==> config.mk <==
export PLATFORM = sky130hd
export DESIGN_NAME = hours_counter_bcd
export DESIGN_NICKNAME = d
export VERILOG_FILES = /design/src/rtl/hours_counter_bcd.sv
export SDC_FILE = /design/constraint.sdc
export NUM_CORES = 1
export LEC_CHECK = 0
export BUFFER_PORTS_ARGS = -buffer_cell sky130_fd_sc_hd__buf_2
export CORE_MARGIN = 4
export CORE_UTILIZATION = 40
export CTS_CLUSTER_DIAMETER = 150
export CTS_CLUSTER_SIZE = 14
export DETAILED_ROUTE_END_ITERATION = 6
export GPL_TIMING_DRIVEN = 0
export SYNTH_ARGS = -nofsm -noshare
export SYNTH_HDL_FRONTEND = slang
export SYNTH_SLANG_ARGS = --single-unit
==> constraint.sdc <==
create_clock -name clk -period 2 [get_ports clk]
set_input_delay 0.2 -clock clk [delete_from_list [all_inputs] [get_ports clk]]
set_output_delay 0.2 -clock clk [all_outputs]
set_load 0.01 [all_outputs]
==> src/rtl/hours_counter_bcd.sv <==
// BCD hour counter for the two hour digits: 24h or 12h (AM/PM) format, manual set,
// direct load, set-mode blink on RPH and a day-rollover pulse.
module hours_counter_bcd #(
   parameter int unsigned MODE_12     = 0,
   parameter int unsigned SYNC_STAGES = 1,
   parameter int unsigned BLINK_DIV   = 50000000
) (
   input  logic       clk,
   input  logic       rst,
   input  logic       tick_in,
   input  logic       set_en,
   input  logic       set_inc,
   input  logic       load_en,
   input  logic [3:0] load_lh,
   input  logic [3:0] load_rh,
   input  logic       load_pm,
   output logic [3:0] RH,
   output logic       RPH,
   output logic [3:0] LH,
   output logic       LPH,
   output logic       day_tick,
   output logic       load_err
);

   localparam bit          Is12 = (MODE_12 != 0);
   localparam int unsigned CntW = (BLINK_DIV > 2) ? $clog2(BLINK_DIV) : 1;
   localparam logic [CntW-1:0] CntMax = CntW'(BLINK_DIV - 1);
   localparam logic [3:0]  RstLh = Is12 ? 4'd1 : 4'd0;
   localparam logic [3:0]  RstRh = Is12 ? 4'd2 : 4'd0;

   logic [SYNC_STAGES-1:0] tick_sync_q, tick_sync_d;
   logic [SYNC_STAGES-1:0] inc_sync_q, inc_sync_d;
   logic                   tick_prev_q, inc_prev_q;
   logic                   tick_edge, inc_edge, adv, tick_adv;

   logic [3:0]      lh_q, lh_d, rh_q, rh_d;
   logic            pm_q, pm_d, day_q, day_d, err_q, err_d;
   logic            rph_q, set_prev_q;
   logic [CntW-1:0] cnt_q;
   logic            load_bcd, load_ok;

   if (SYNC_STAGES > 1) begin : g_chain
      assign tick_sync_d = {tick_sync_q[SYNC_STAGES-2:0], tick_in};
      assign inc_sync_d  = {inc_sync_q[SYNC_STAGES-2:0], set_inc};
   end else begin : g_single
      assign tick_sync_d = tick_in;
      assign inc_sync_d  = set_inc;
   end

   assign tick_edge = tick_sync_q[SYNC_STAGES-1] & ~tick_prev_q;
   assign inc_edge  = inc_sync_q[SYNC_STAGES-1] & ~inc_prev_q;
   // Ticks arriving in set mode are dropped; set_inc is only honoured in set mode.
   assign tick_adv  = tick_edge & ~set_en;
   assign adv       = set_en ? inc_edge : tick_edge;

   always_comb begin
      load_bcd = (load_lh <= 4'd9) && (load_rh <= 4'd9);
      if (Is12) begin
         load_ok = load_bcd && (((load_lh == 4'd0) && (load_rh != 4'd0)) ||
                                ((load_lh == 4'd1) && (load_rh <= 4'd2)));
      end else begin
         load_ok = load_bcd && ((load_lh <= 4'd1) ||
                                ((load_lh == 4'd2) && (load_rh <= 4'd3)));
      end
   end

   always_comb begin
      lh_d  = lh_q;
      rh_d  = rh_q;
      pm_d  = pm_q;
      day_d = 1'b0;
      err_d = 1'b0;
      if (load_en) begin
         if (load_ok) begin
            lh_d = load_lh;
            rh_d = load_rh;
            pm_d = Is12 ? load_pm : 1'b0;
         end else begin
            err_d = 1'b1;
         end
      end else if (adv) begin
         if (Is12) begin
            if ((lh_q == 4'd1) && (rh_q == 4'd2)) begin
               lh_d = 4'd0;
               rh_d = 4'd1;
            end else if ((lh_q == 4'd1) && (rh_q == 4'd1)) begin
               lh_d  = 4'd1;
               rh_d  = 4'd2;
               pm_d  = ~pm_q;
               day_d = tick_adv & pm_q;
            end else if (rh_q == 4'd9) begin
               lh_d = lh_q + 4'd1;
               rh_d = 4'd0;
            end else begin
               rh_d = rh_q + 4'd1;
            end
         end else begin
            if ((lh_q == 4'd2) && (rh_q == 4'd3)) begin
               lh_d  = 4'd0;
               rh_d  = 4'd0;
               day_d = tick_adv;
            end else if (rh_q == 4'd9) begin
               lh_d = lh_q + 4'd1;
               rh_d = 4'd0;
            end else begin
               rh_d = rh_q + 4'd1;
            end
         end
      end
   end

   always_ff @(posedge clk) begin
      if (rst) begin
         tick_sync_q <= '0;
         inc_sync_q  <= '0;
         tick_prev_q <= 1'b0;
         inc_prev_q  <= 1'b0;
         lh_q        <= RstLh;
         rh_q        <= RstRh;
         pm_q        <= 1'b0;
         day_q       <= 1'b0;
         err_q       <= 1'b0;
      end else begin
         tick_sync_q <= tick_sync_d;
         inc_sync_q  <= inc_sync_d;
         tick_prev_q <= tick_sync_q[SYNC_STAGES-1];
         inc_prev_q  <= inc_sync_q[SYNC_STAGES-1];
         lh_q        <= lh_d;
         rh_q        <= rh_d;
         pm_q        <= pm_d;
         day_q       <= day_d;
         err_q       <= err_d;
      end
   end

   // Blink: first set-mode cycle forces RPH high, then toggles every BLINK_DIV cycles.
   always_ff @(posedge clk) begin
      if (rst || !set_en) begin
         rph_q      <= 1'b0;
         cnt_q      <= '0;
         set_prev_q <= 1'b0;
      end else begin
         set_prev_q <= 1'b1;
         if (!set_prev_q) begin
            rph_q <= 1'b1;
            cnt_q <= '0;
         end else if (cnt_q == CntMax) begin
            rph_q <= ~rph_q;
            cnt_q <= '0;
         end else begin
            cnt_q <= cnt_q + 1'b1;
         end
      end
   end

   assign LH       = lh_q;
   assign RH       = rh_q;
   assign LPH      = pm_q;
   assign RPH      = rph_q;
   assign day_tick = day_q;
   assign load_err = err_q;

endmodule

## Yosys cells after proc, flatten, opt, wreduce, memory -nomap -nowiden

Index checks and enable logic that the tools add are counted.

| word-level totals | value |
|---|---|
| flip-flop bits (word level) | 42 |
| logic and storage cells | 65 |
| output and inout port bits | 12 |

| operators by class | value |
|---|---|
| $add $sub $neg | 3 |
| mux-type cells | 15 |
| bitwise logic cells | 11 |
| eq/ne operators | 7 |
| reductions and logical operators | 14 |
| order comparisons | 4 |

Operator list:

| kind | number |
|---|---|
| 2-to-1 mux 4 bit | 10 |
| adder 26 x 1 -> 26 bit (second input constant) | 1 |
| == test 26 bit (second input constant) | 1 |
| == test 4 x 2 -> 1 bit (second input constant) | 3 |
| adder 4 x 1 -> 4 bit (second input constant) | 2 |
| <= comparator 4 bit (second input constant) | 2 |
| inverter 1 bit | 8 |
| 2-to-1 mux 1 bit | 5 |
| == test 4 bit (second input constant) | 1 |
| <= comparator 4 x 1 -> 1 bit (second input constant) | 1 |
| <= comparator 4 x 2 -> 1 bit (second input constant) | 1 |
| logical AND 1 bit | 4 |
| != test 2 x 1 -> 1 bit (second input constant) | 2 |
| OR reduction 4 bit | 1 |
| bitwise AND 1 bit | 3 |
| AND reduction 3 bit | 1 |
| nonzero test 3 bit | 1 |
| OR reduction 3 bit | 1 |
| logical OR 1 bit | 2 |
| AND reduction 2 bit | 1 |
| nonzero test 2 bit | 1 |
| OR reduction 2 bit | 1 |
| zero test 1 bit | 1 |

## Depth between registers and ports, before layout

Gate-level depths: netlist of the first run.

| logic depth | value |
|---|---|
| depth in word-level cells | 6 |
| depth in mapped cells | 8 |
| gate-level depth less buffers | 7 |

## Worst setup path before layout of the first run

OpenSTA, ideal clock, no wires.

| path | value |
|---|---|
| path kind | register to register |
| from | register lh_q[1] (netlist: LH[1]) |
| to | register lh_q[3] (netlist: LH[3]) |
| arrival | 1.752 ns |
| setup time | 0.117 ns |
| period minus slack after synthesis | 1.870 ns |
| cell stages (with the launch flop) | 7 |
| setup slack | 0.130 ns |
| data required time | 1.883 ns |
| path through | dfxtp_1 -> ha_1 -> or4b_1 -> o21ba_1 -> o21ai_4 -> o21ai_0 -> a32o_1 |

| between the ends | value |
|---|---|
| cells in the longest elaborated chain, start to end | 5 |
| elaborated cells between the ends (all ways) | 9 |
| those cells by class | 1 x add/sub; 1 x eq/ne; 4 x mux; 3 x reduce/logical |

RTL lines:

| what | line | text |
|---|---|---|
| start: declaration | 36 | `logic [3:0] lh_q, lh_d, rh_q, rh_d;` |
| start signal: assignment | 118 | `lh_q <= RstLh;` |
| start signal: assignment | 128 | `lh_q <= lh_d;` |
| adder 4 x 1 -> 4 bit or == test 4 x 2 -> 1 bit (tied branches) | 103, 98 |  |
| 2-to-1 mux 4 bit or logical AND 1 bit (tied branches) | 102, 98 |  |
| 2-to-1 mux 4 bit | 98 | `if ((lh_q == 4'd2) && (rh_q == 4'd3)) begin` |
| 2-to-1 mux 4 bit | 81 | `end else if (adv) begin` |
| 2-to-1 mux 4 bit | 73 | `if (load_en) begin` |

Several ways; a longest one is shown, not always the timed one. The select of a mux whose other input is x is not followed.
A chain may end at the register's enable or synchronous reset.

## Final worst setup path of the first run

| path | value |
|---|---|
| from | register lh_q[0] (netlist: LH[0]) |
| to | register lh_q[2] (netlist: LH[2]) |

Same word-level chain as after synthesis.

==> metrics.log, run 1 <==
INFO  metric status = complete, no violations
INFO  metric mappedNetlistNets = between 200 and 250
INFO  metric dr.first_iter.drc_count = 70
INFO  metric area_growth = 16.97%
INFO  metric core_area = 0.004880 mm^2
INFO  metric synth.avg_cell_area = between 9 and 10 um^2
INFO  metric crit_path_max_fanout = 6
INFO  metric register_bit_total_from_synthesis = between 40 and 50
INFO  metric total_congestion_overflow_after_global_routing = 0
INFO  metric layout_min_cycle_time = 1.898 ns
INFO  metric yosys.cell_types.count = 50
INFO  metric placer_s_final_routability_congestion_estimate = 0.8190
INFO  metric cp_launch_type = flop
INFO  metric timing.setup.critical_path_class = reg -> reg
INFO  metric detail_route.vias_per_cell = 4.954
INFO  metric hpwl = between 2000 and 3000 um
INFO  metric cts.root.buffer_cell = clkbuf_8
INFO  metric synth.top_cells.by_area = dfxtp_1 (41%), xor2_1 (6.8%), nor2_1 (6.5%), nand3_1 (3.6%), xnor2_1 (3.4%)
INFO  metric post_synthesis_cells = roughly 230
INFO  metric synth-main-ff-cell = dfxtp_1
INFO  metric powerDensity = ~680 mW/mm^2
INFO  metric maxClockFrequency = around 530 MHz
INFO  metric final-max-slew-violation-count = 0
INFO  metric drt.antenna.violating_nets = 0
INFO  metric synth_sequential_area_ratio = between 40% and 50%
INFO  metric clkSinkCount = 42
INFO  metric io_pins = 27
INFO  metric p_comb_share = between 6 and 7%
INFO  metric placed_cells = 320
INFO  metric timing.final.hold_violations = 0
INFO  metric drt_wl_total = roughly 4000 um
INFO  metric worstPathRequired = about 2.2 ns
INFO  metric n_antenna_cell = 0
INFO  metric drc = 0
INFO  metric max-cap-violations = 0
INFO  metric swShare = around 22%
INFO  metric post-synth-top-area-fraction = between 40% and 50%
INFO  metric synth_enable_flop_cells = 0
INFO  metric timing.clock.skew = about 0.0076 ns
INFO  metric clock_tree.buffer_depth = 2
INFO  metric final_layout_size_suffix_gt1_share = between 20% and 30%
INFO  metric vias = between 1500 and 2000
INFO  metric grt_start_max_net_pins = 14
INFO  metric mappedNetlistArea = slightly above 0.002 mm^2
INFO  metric clockPowerShare = between 40% and 50%
INFO  metric p_leak = approximately 0.96 nW
INFO  metric switchingPower = around 0.37 mW
INFO  metric fp-row-count = 25
INFO  metric largest_area_contributor_in_the_netlist = dfxtp_1
INFO  metric tritoncts = built
INFO  metric slew_at_the_pin_closest_to_its_max_slew_limit = just under 0.5 ns
INFO  metric clk_latency = approximately 0.30 ns
INFO  metric cp.arrival = 2.07 ns
INFO  metric post-route-period-util = 94.92%
INFO  metric stdcell_count = between 300 and 400
INFO  metric clock_slew_seen_by_the_registers_of_the_worst_setup_and_hold_paths = about 0.08 ns
INFO  metric cts_htree_levels = 2
INFO  metric grtUsageTotal = between 10 and 15%
INFO  metric area_of_all_placed_cells_without_fillers = about 0.0024 mm^2
INFO  metric chipWidth = ~80 um
INFO  metric die_h = 79.97 um
INFO  metric power.sequential.fraction = between 50% and 60%
INFO  metric post_drt_wl_per_cell = between 10 and 15 um
INFO  metric postPlaceCellArea = around 0.0023 mm^2
INFO  metric io_buffers = 24
INFO  metric report.final.setup_viol = 0
INFO  metric layout.nets = between 200 and 300
INFO  metric irDropWorstVdd = ~0.33 mV
INFO  metric fillCellCount = around 510
INFO  metric headroom_to_the_max_slew_limit = 66.85%
INFO  metric antenna_violations_before_repair = 0
INFO  metric start_util = 42.46%
INFO  metric grt_first_pass_wirelength = a little under 7000 um
INFO  metric synth_async_sr_flop_share = 0%
INFO  metric cts_made_buffers = 5
INFO  metric grt_pass1_vias = approximately 1500
INFO  metric hold_path.class = in -> reg
INFO  metric critPathCaptureType = flop
INFO  metric design.die.area = ~0.0064 mm^2
INFO  metric detail_route.first_pass.iterations = 4
INFO  metric cell_internal_power_dissipation = approximately 1.3 mW
INFO  metric rsz_0062_raised_after_global_routing = no
INFO  metric synth_warn = 0
[metal layers]
metal  part of all wire, %  vias up  track usage, %
met5                     0        -               0
met4                   2.5        0           8.108
met3                   4.2        8           3.273
met2                    43       29           21.77
met1                    50      742           17.22
li1                      -      851               -
[layout by cell type, fill, tap and decap left out, types with 2 or more instances in the layout]
master / netlist / layout
buf_12: 2 / 3
clkbuf_1: 4 / 5
nor4_4: 2 / 2
o311a_1: 2 / 2
nor2b_1: 4 / 4
nor2_2: 1 / 2
nand2_1: 12 / 12
xor2_1: 16 / 16
dfxtp_2: 0 / 2
and3_1: 7 / 7
inv_1: 10 / 10
a22oi_1: 2 / 2
nand3_1: 15 / 15
nor3_1: 7 / 7
and2b_2: 2 / 2
o41ai_1: 2 / 2
a21oi_1: 7 / 7
dfxtp_1: 42 / 40
mux2i_1: 2 / 2
buf_2: 2 / 26
nand2b_1: 2 / 2
o21ai_0: 4 / 4
nand4_1: 4 / 4
xnor2_1: 8 / 8
nor3b_1: 2 / 2
clkbuf_8: 0 / 5
nor2_1: 36 / 35
ha_1: 5 / 4
nor4b_1: 4 / 4
[registers in the layout (all words and copies together) (netlist names)]
signal,cells
set_prev_q,1
RH,4
day_tick,1
LH,4
inc_prev_q,1
load_err,1
RPH,1
tick_prev_q,1
cnt_q,26
inc_sync_q,1
tick_sync_q,1
[Yosys cell counts (2+ instances only)]
| cell | number |
|---|---|
| xnor2_1 | 8 |
| o41ai_1 | 2 |
| a22oi_1 | 2 |
| o21ai_0 | 4 |
| nor3_1 | 7 |
| inv_1 | 10 |
| nor2b_1 | 4 |
| a21oi_1 | 7 |
| nor3b_1 | 2 |
| ha_1 | 5 |
| and2b_2 | 2 |
| buf_12 | 2 |
| clkbuf_1 | 4 |
| mux2i_1 | 2 |
| buf_2 | 2 |
| dfxtp_1 | 42 |
| nor2_1 | 36 |
| nand2b_1 | 2 |
| nand4_1 | 4 |
| nand3_1 | 15 |
| nor4b_1 | 4 |
| o311a_1 | 2 |
| nor4_4 | 2 |
| and3_1 | 7 |
| nand2_1 | 12 |
| xor2_1 | 16 |
[timing repair]
item	in CTS	in global routing
hold buffers	0	0
resized for setup	0	6
setup endpoints to repair	1	28
setup buffers	1	0
pin swaps	1	1
[power groups by stage]
stage,Sequential (mW),Clock (mW),Combinational (mW)
2_1_floorplan,0.883,0,0.0637
3_3_place_gp,0.881,0,0.109
3_5_place_dp,0.881,0,0.109
4_1_cts,0.861,0.691,0.113
5_1_grt,0.864,0.723,0.124
6_report,0.862,0.667,0.113
[area by class of cell]
class	count	area [um^2]	share of cell area, %
flip-flops and latches	42	843.3	34.80
inverters	10	37.54	1.549
plain buffers	10	83.83	3.459
clock buffers	6	72.57	2.994
multi-input cells	167	1125	46.41
well taps	67	83.83	3.459
repair buffers	25	140.1	5.782
clock inverters	2	37.54	1.549
[per-stage QoR]
stage	hold WS [ns]	TNS [ns]	power, mW	setup slack [ns]	util, %
2_1_floorplan	0.2792	0	0.9470	0.1303	-
3_3_place_gp	0.4125	0	0.9902	0.01598	46.64
3_5_place_dp	0.4186	-0.004306	0.9905	-0.004306	46.64
4_1_cts	0.09812	0	1.665	0.007602	49.31
5_1_grt	0.1179	0	1.712	0.01087	49.67
6_report	0.1086	0	1.641	0.1017	49.67
[cells by family after synthesis]
| logic type | synth area share, % |
|---|---|
| adder cells (fa/ha/maj) | 3.019 |
| XOR/XNOR | 10.14 |
| multiplexers | 0.9662 |
| AND/OR/NAND/NOR | 29.95 |
| other | 0.1810 |
| AO/OA/AOI/OAI | 9.300 |
| flip-flops | 40.58 |
| buffers and inverters | 5.858 |
[critical path, stage by stage (launching register included)]
cell	delay (ns)
dfxtp_2	0.35
inv_1	0.06
ha_1	0.14
or4b_4	0.47
o21ba_1	0.21
o21ai_4	0.16
buf_12	0.13
mux2i_1	0.17
a21oi_1	0.07
[final timing paths]
path                    from         end  slack (ns)  cells past startpoint
setup reg to reg       LH[0]       LH[2]        0.10                      8
hold reg to reg   inc_sync_q  inc_prev_q        0.46                      1
setup / recovery       LH[0]       LH[2]        0.10                      8
hold / removal       set_inc  inc_sync_q        0.11                      2
No activity file was read; power rests on OpenSTA's default activity.
==> run 2: changes to the inputs <==
- CTS_BUF_LIST: default -> sky130_fd_sc_hd__clkbuf_4 sky130_fd_sc_hd__clkbuf_8 sky130_fd_sc_hd__clkbuf_16
- CTS_CLUSTER_DIAMETER: 150 -> default
==> metrics.log, run 2 (synthesis results as in run 1) <==
INFO  metric layout_min_cycle_time = 1.899 ns (+0.0008010 ns)
INFO  metric drc = 0 (unchanged)
INFO  metric placer_s_final_routability_congestion_estimate = 0.8190 (unchanged)
INFO  metric post_drt_wl_per_cell = 12.01 um (-0.43%)
INFO  metric fp-row-count = 25 (unchanged)
INFO  metric mostFrequentLayoutCells = dfxtp_1 (40), nor2_1 (35), buf_2 (26), xor2_1 (16), nand3_1 (15)
INFO  metric hold_depth = 2 (unchanged)
INFO  metric irDropWorstVdd = 0.3316 mV (about the same)
INFO  metric maxClockFrequency = 526.6 MHz (about the same)
INFO  metric critPathCaptureType = flop
INFO  metric grt_start_max_net_pins = 14 (unchanged)
INFO  metric grt_first_pass_wirelength = 6948 um (unchanged)
INFO  metric cts.root.buffer_cell = clkbuf_8
INFO  metric final_layout_size_suffix_gt1_share = 20.61% (+0.38 points)
INFO  metric timing.critical_path.cells = inv_1 > ha_1 > or4b_4 > o21ba_1 > o21ai_4 > buf_12 > mux2i_1 > a21oi_1
INFO  metric status = complete, no violations
INFO  metric start_util = 42.46% (unchanged)
INFO  metric report.power.total = 1.654 mW (+0.79%)
INFO  metric cp_launch_type = flop
INFO  metric post-route-period-util = 94.96% (about the same)
INFO  metric setup_tns = 0 ns (unchanged)
INFO  metric largest-register = cnt_q
INFO  metric worstPathRequired = 2.17 ns (about the same)
INFO  metric final_common_cell = dfxtp_1
INFO  metric hpwl = 2932 um (unchanged)
INFO  metric grtUsageTotal = 13.88% (unchanged)
INFO  metric p_leak = 0.9589 nW (+0.36%)
INFO  metric timing.clock.skew = 0.007202 ns (-0.0003736 ns)
INFO  metric grt_pass1_vias = 1536 (unchanged)
INFO  metric drt.antenna.violating_nets = 0 (unchanged)
INFO  metric slew_at_the_pin_closest_to_its_max_slew_limit = 0.4946 ns (+0.001028 ns)
INFO  metric largest_register_ffs = 26 (unchanged)
INFO  metric clock_slew_seen_by_the_registers_of_the_worst_setup_and_hold_paths = 0.08 ns (about the same)
INFO  metric design.die.area = 0.006395 mm^2 (unchanged)
INFO  metric postCtsHoldBufs = 0 (unchanged)
INFO  metric area_growth = 17.15%
INFO  metric critical_path_depth = 8 (unchanged)
INFO  metric vias = 1629 (-0.061%)
INFO  metric cts_made_buffers = 5 (unchanged)
INFO  metric cts_htree_levels = 2 (unchanged)
INFO  metric dr.first_iter.drc_count = 70 (unchanged)
INFO  metric io_buffers = 24 (unchanged)
INFO  metric timing.final.hold_violations = 0 (unchanged)
INFO  metric io_pins = 27 (unchanged)
INFO  metric detail_route.vias_per_cell = 4.951 (about the same)
INFO  metric final-max-slew-violation-count = 0 (unchanged)
INFO  metric antenna_violations_before_repair = 0 (unchanged)
INFO  metric tritoncts = built
INFO  metric timing.setup.critical_path_class = reg -> reg
INFO  metric rsz_0062_raised_after_global_routing = no
INFO  metric fillCellCount = 507 (-0.39%)
INFO  metric powerDensity = 681.5 mW/mm^2 (+0.63%)
INFO  metric cpPeakStageDelay = 0.47 ns (about the same)
INFO  metric max-cap-violations = 0 (unchanged)
INFO  metric core_area = 0.004880 mm^2 (unchanged)
INFO  metric die_h = 79.97 um (unchanged)
INFO  metric report.final.setup_viol = 0 (unchanged)
INFO  metric detail_route.first_pass.iterations = 4 (unchanged)
INFO  metric n_antenna_cell = 0 (unchanged)
INFO  metric worstPathBufferInverterCount = 2 (unchanged)
INFO  metric layout.core_utilization = 49.74% (+0.077 points)
INFO  metric clk_latency = 0.30 ns (about the same)
INFO  metric critPathSlowestCell = or4b_4
INFO  metric chipWidth = 79.97 um (unchanged)
INFO  metric clkSinkCount = 42 (unchanged)
INFO  metric headroom_to_the_max_slew_limit = 66.78% (-0.069 points)
INFO  metric hold_path.class = in -> reg
INFO  metric cp.arrival = 2.07 ns (about the same)
INFO  metric layout.nets = 281 (unchanged)
INFO  metric preCtsSetupSlack = -0.004306 ns (unchanged)
INFO  metric drt_wl_total = 3950 um (-0.43%)
INFO  metric post-route-worst-setup-slack = 0.1009 ns (-0.0008010 ns)
INFO  metric total_congestion_overflow_after_global_routing = 0 (unchanged)
INFO  metric timing.reg2reg.worst_path_depth = 8 (unchanged)
INFO  metric timing.critical_path.max_delay_family = simple AND/OR/NAND/NOR gates
INFO  metric crit_path_max_fanout = 6 (unchanged)
INFO  metric clock_tree.buffer_depth = 2 (unchanged)
==> run 2: cell counts in the layout (fill, tap and decap cells not counted) <==
Identical to the previous run, type by type.
==> run 2: area by class of cell <==
| class | instances | area [um^2] | area share [%] |
|---|---|---|---|
| plain buffers | 10 | 83.83 | 3.454 |
| clock buffers | 6 | 76.32 | 3.144 |
| clock inverters | 2 | 37.54 | 1.546 |
| inverters | 10 | 37.54 | 1.546 |
| multi-input cells | 167 | 1125 | 46.34 |
| flip-flops and latches | 42 | 843.3 | 34.74 |
| well taps | 67 | 83.83 | 3.454 |
| repair buffers | 25 | 140.1 | 5.773 |
==> run 2: final timing paths <==
path | slack (ns) | start | to
max | 0.10 | LH[0] | LH[2]
min | 0.11 | set_inc | inc_sync_q
max reg2reg | 0.10 | LH[0] | LH[2]
min reg2reg | 0.46 | inc_sync_q | inc_prev_q
==> run 2: through the flow <==
step	instance area [um^2]	hold slack (ns)	instances
6_report	2427	0.1086	329
5_1_grt	2427	0.1179	329
4_1_cts	2410	0.09812	329
3_5_place_dp	2276	0.4186	320
3_3_place_gp	2276	0.4125	320
2_1_floorplan	2072	0.2792	229
==> run 2: routing by layer <==
metal  up-vias  part of all wire (%)  global-route usage, %
met5         -                     0                      0
met4         0                   2.5                  8.108
met3         8                   4.7                  3.273
met2        34                    43                  21.77
met1       734                    49                  17.22
li1        853                     -                      -
==> run 2: power breakdown <==
group	internal [mW]	total (mW)	switching, mW
Sequential	0.850	0.862	0.0116
Combinational	0.0519	0.112	0.0606
Clock	0.386	0.680	0.294
==> run 2: what timing repair did <==
| action | in CTS | in global routing |
|---|---|---|
| setup buffers | 1 | 0 |
| gates resized for setup | 0 | 6 |
| endpoints found under the setup margin | 1 | 28 |
| pin swaps | 1 | 1 |
==> run 3: changes to the inputs <==
- ABC_AREA: default -> 1
==> metrics.log, run 3 <==
INFO  metric cp.arrival = 1.91 ns (-0.16 ns)
INFO  metric synth.top_cells.by_area = dfxtp_1 (37%), nand2_1 (16%), nor2_1 (11%), inv_1 (6.6%), nand3_1 (3.1%)
INFO  metric total_congestion_overflow_after_global_routing = 0 (unchanged)
INFO  metric ctsResizeCount = 0 (unchanged)
INFO  metric synth_enable_flop_cells = 0 (unchanged)
INFO  metric switchingPower = 0.3903 mW (+6.5%)
INFO  metric drc = 0 (unchanged)
INFO  metric final_common_cell = nand2_1
INFO  metric crit_path_max_fanout = 10 (+4)
INFO  metric post_drt_wl_per_cell = 11.68 um (-2.7%)
INFO  metric design.die.area = 0.006981 mm^2 (+9.2%)
INFO  metric drt_wl_total = 5243 um (+33%)
INFO  metric post_synthesis_cells = 346 (+51%)
INFO  metric fp-row-count = 27 (+8.0%)
INFO  metric timing.final.hold_violations = 0 (unchanged)
INFO  metric clk_latency = 0.29 ns (about the same)
INFO  metric grt_first_pass_wirelength = 9073 um (+31%)
INFO  metric post-route-period-util = 86.76% (-8.2 points)
INFO  metric worstPathRequired = 2.17 ns (about the same)
INFO  metric grt_start_max_net_pins = 13 (-1)
INFO  metric rsz_0062_raised_after_global_routing = no
INFO  metric largest_register_ffs = 26 (unchanged)
INFO  metric largest-register = cnt_q
INFO  metric cts.root.buffer_cell = clkbuf_8
INFO  metric synth.cells.most_frequent = nand2_1 (95), nor2_1 (66), dfxtp_1 (42), inv_1 (40), nand3_1 (14)
INFO  metric max-cap-violations = 0 (unchanged)
INFO  metric worst_hold_check_slack = 0.1060 ns (-0.002594 ns)
INFO  metric chipWidth = 83.56 um (+4.5%)
INFO  metric synth-main-ff-cell = dfxtp_1
INFO  metric cts_made_buffers = 5 (unchanged)
INFO  metric tritoncts = built
INFO  metric layout_min_cycle_time = 1.735 ns (-0.1639 ns)
INFO  metric status = complete, no violations
INFO  metric synth.avg_cell_area = 6.600 um^2 (-27%)
INFO  metric hold_path.class = in -> reg
INFO  metric placer_s_final_routability_congestion_estimate = 0.8958 (+9.4%)
INFO  metric worstPathBufferInverterCount = 1 (-1)
INFO  metric report.final.setup_viol = 0 (unchanged)
INFO  metric io_pins = 27 (unchanged)
INFO  metric antenna_violations_before_repair = 0 (unchanged)
INFO  metric maxClockFrequency = 576.3 MHz (+9.4%)
INFO  metric synth_warn = 0 (unchanged)
INFO  metric synth_async_sr_flop_share = 0% (unchanged)
INFO  metric drt.antenna.violating_nets = 0 (unchanged)
INFO  metric swShare = 24.44% (+2.3 points)
INFO  metric grt_pass1_vias = 1938 (+26%)
INFO  metric p_leak = 0.9992 nW (+4.2%)
INFO  metric cp_launch_type = flop
INFO  metric layout.nets = 396 (+41%)
INFO  metric p_comb_share = 8.8% (+2.0 points)
INFO  metric timing.setup.critical_path_class = reg -> reg
INFO  metric clock_slew_seen_by_the_registers_of_the_worst_setup_and_hold_paths = 0.08 ns (about the same)
INFO  metric irDropWorstVdd = 0.4574 mV (+38%)
INFO  metric report.power.total = 1.597 mW (-3.5%)
INFO  metric hpwl = 4031 um (+37%)
INFO  metric mappedNetlistNets = 366 (+47%)
INFO  metric setup_tns = 0 ns (unchanged)
INFO  metric cts_setup_buffers = 0 (-1)
INFO  metric cpPeakStageDelay = 0.41 ns (-0.06 ns)
INFO  metric dr.first_iter.drc_count = 97 (+39%)
INFO  metric clkSinkCount = 42 (unchanged)
INFO  metric grtUsageTotal = 15.84% (+2.0 points)
INFO  metric vias = 2111 (+30%)
INFO  metric timing.critical_path.cells = ha_1 > nand2_1 > nor2_2 > nand2_1 > nor2_1 > nand2_1 > nand2_4 > buf_6 > a21oi_1
INFO  metric critPathCaptureType = flop
INFO  metric mostFrequentLayoutCells = nand2_1 (95), nor2_1 (66), dfxtp_1 (42), inv_1 (40), buf_2 (24)
INFO  metric cpMostUsedCell = nand2_1
INFO  metric critPathSlowestCell = dfxtp_1
INFO  metric detail_route.first_pass.iterations = 5 (+1)
INFO  metric die_h = 83.56 um (+4.5%)
INFO  metric synthMostInstantiatedCell = nand2_1
INFO  metric io_buffers = 23 (-4.2%)
INFO  metric final-max-slew-violation-count = 0 (unchanged)
INFO  metric postCtsHoldBufs = 0 (unchanged)
INFO  metric final_layout_size_suffix_gt1_share = 13.53% (-7.1 points)
INFO  metric start_util = 41.47% (-0.99 points)
INFO  metric mappedNetlistArea = 0.002283 mm^2 (+10%)
INFO  metric yosys.cell_types.count = 31 (-38%)
INFO  metric core_area = 0.005507 mm^2 (+13%)
INFO  metric post-synth-top-area-fraction = 36.82% (-3.8 points)
INFO  metric clock_tree.buffer_depth = 2 (unchanged)
INFO  metric synth_sequential_area_ratio = 36.82% (-3.8 points)
INFO  metric timing.clock.skew = 0.009894 ns (+0.002691 ns)
INFO  metric detail_route.vias_per_cell = 4.702 (-5.0%)
INFO  metric register_bit_total_from_synthesis = 42 (unchanged)
INFO  metric cts_htree_levels = 2 (unchanged)
INFO  metric powerDensity = 618.1 mW/mm^2 (-9.3%)
INFO  metric timing.critical_path.max_delay_family = simple AND/OR/NAND/NOR gates
INFO  metric area_growth = 13.15%
INFO  metric clockPowerShare = 36.1% (-5.0 points)
INFO  metric n_antenna_cell = 0 (unchanged)
INFO  metric largest_area_contributor_in_the_netlist = dfxtp_1
INFO  metric power.sequential.fraction = 55.0% (+2.9 points)
INFO  metric cell_internal_power_dissipation = 1.207 mW (-6.3%)
[run 3: changes by cell type after synthesis, sizes merged, moves of 4 or more]
cell	delta
nand2	+87
nor2	+35
inv	+32
and3	-5
o21ai	+7
xor2	-8
nor4b	-4
a21oi	+6
nor2b	-4
[run 3: layout make-up]
cell class                      instances  area, um^2
Fill cell                             583        2923
Multi-Input combinational cell        256        1242
Sequential cell                        42       840.8
Inverter                               43       161.4
Timing Repair Buffer                   23       115.1
Clock buffer                            7       90.09
Tap cell                               72       90.09
Buffer                                  5       38.79
Clock inverter                          1       5.005
[run 3: layer usage]
metal	track usage [%]	routed length [um]	vias up
li1	-	-	1136
met1	22.32	2708	932
met2	23.91	2266	39
met3	4.245	222	4
met4	4.094	46	0
met5	0	0	-
[run 3: path summary, 6_finish.rpt]
kind	start	slack, ns	depth (start not counted)	to
hold reg to reg	inc_sync_q	0.42	2	inc_prev_q
setup / recovery	cnt_q[0]	0.26	9	cnt_q[3]
hold / removal	set_inc	0.11	3	inc_sync_q
setup reg to reg	cnt_q[0]	0.26	9	cnt_q[3]
[run 3: stage by stage]
stage          std cells  utilization (%)  setup slack [ns]  area (um^2)
2_1_floorplan        346                -            0.5400         2283
3_3_place_gp         441            45.19            0.2702         2489
3_5_place_dp         441            45.19            0.2869         2489
4_1_cts              449            46.92            0.2564         2584
5_1_grt              449            46.92           0.06201         2584
6_report             449            46.92            0.2647         2584
[run 3: power groups by stage]
stage                     Sequential, mW  Combinational, mW  Clock (mW)
after floorplan                    0.901             0.0847           0
after global placement             0.899              0.140           0
after detailed placement           0.898              0.142           0
after CTS                          0.879              0.142       0.588
after global routing               0.883              0.165       0.632
final                              0.879              0.141       0.577
[run 3: worst min-delay path, delay by kind of cell]
kind	cells	cell delay (ns)
buffers and inverters	2	0.10
AND/OR/NAND/NOR	1	0.06
[run 3: kinds of logic after synthesis]
group | Yosys count | synth area share, %
xor gates and xnor gates | 13 | 4.986
DFF | 42 | 36.82
other | 1 | 0.1642
and+or+nand+nor | 210 | 40.38
AOI/OAI and AO/OA | 27 | 6.137
buffers and inverters | 48 | 8.767
adders and majority gates | 5 | 2.740
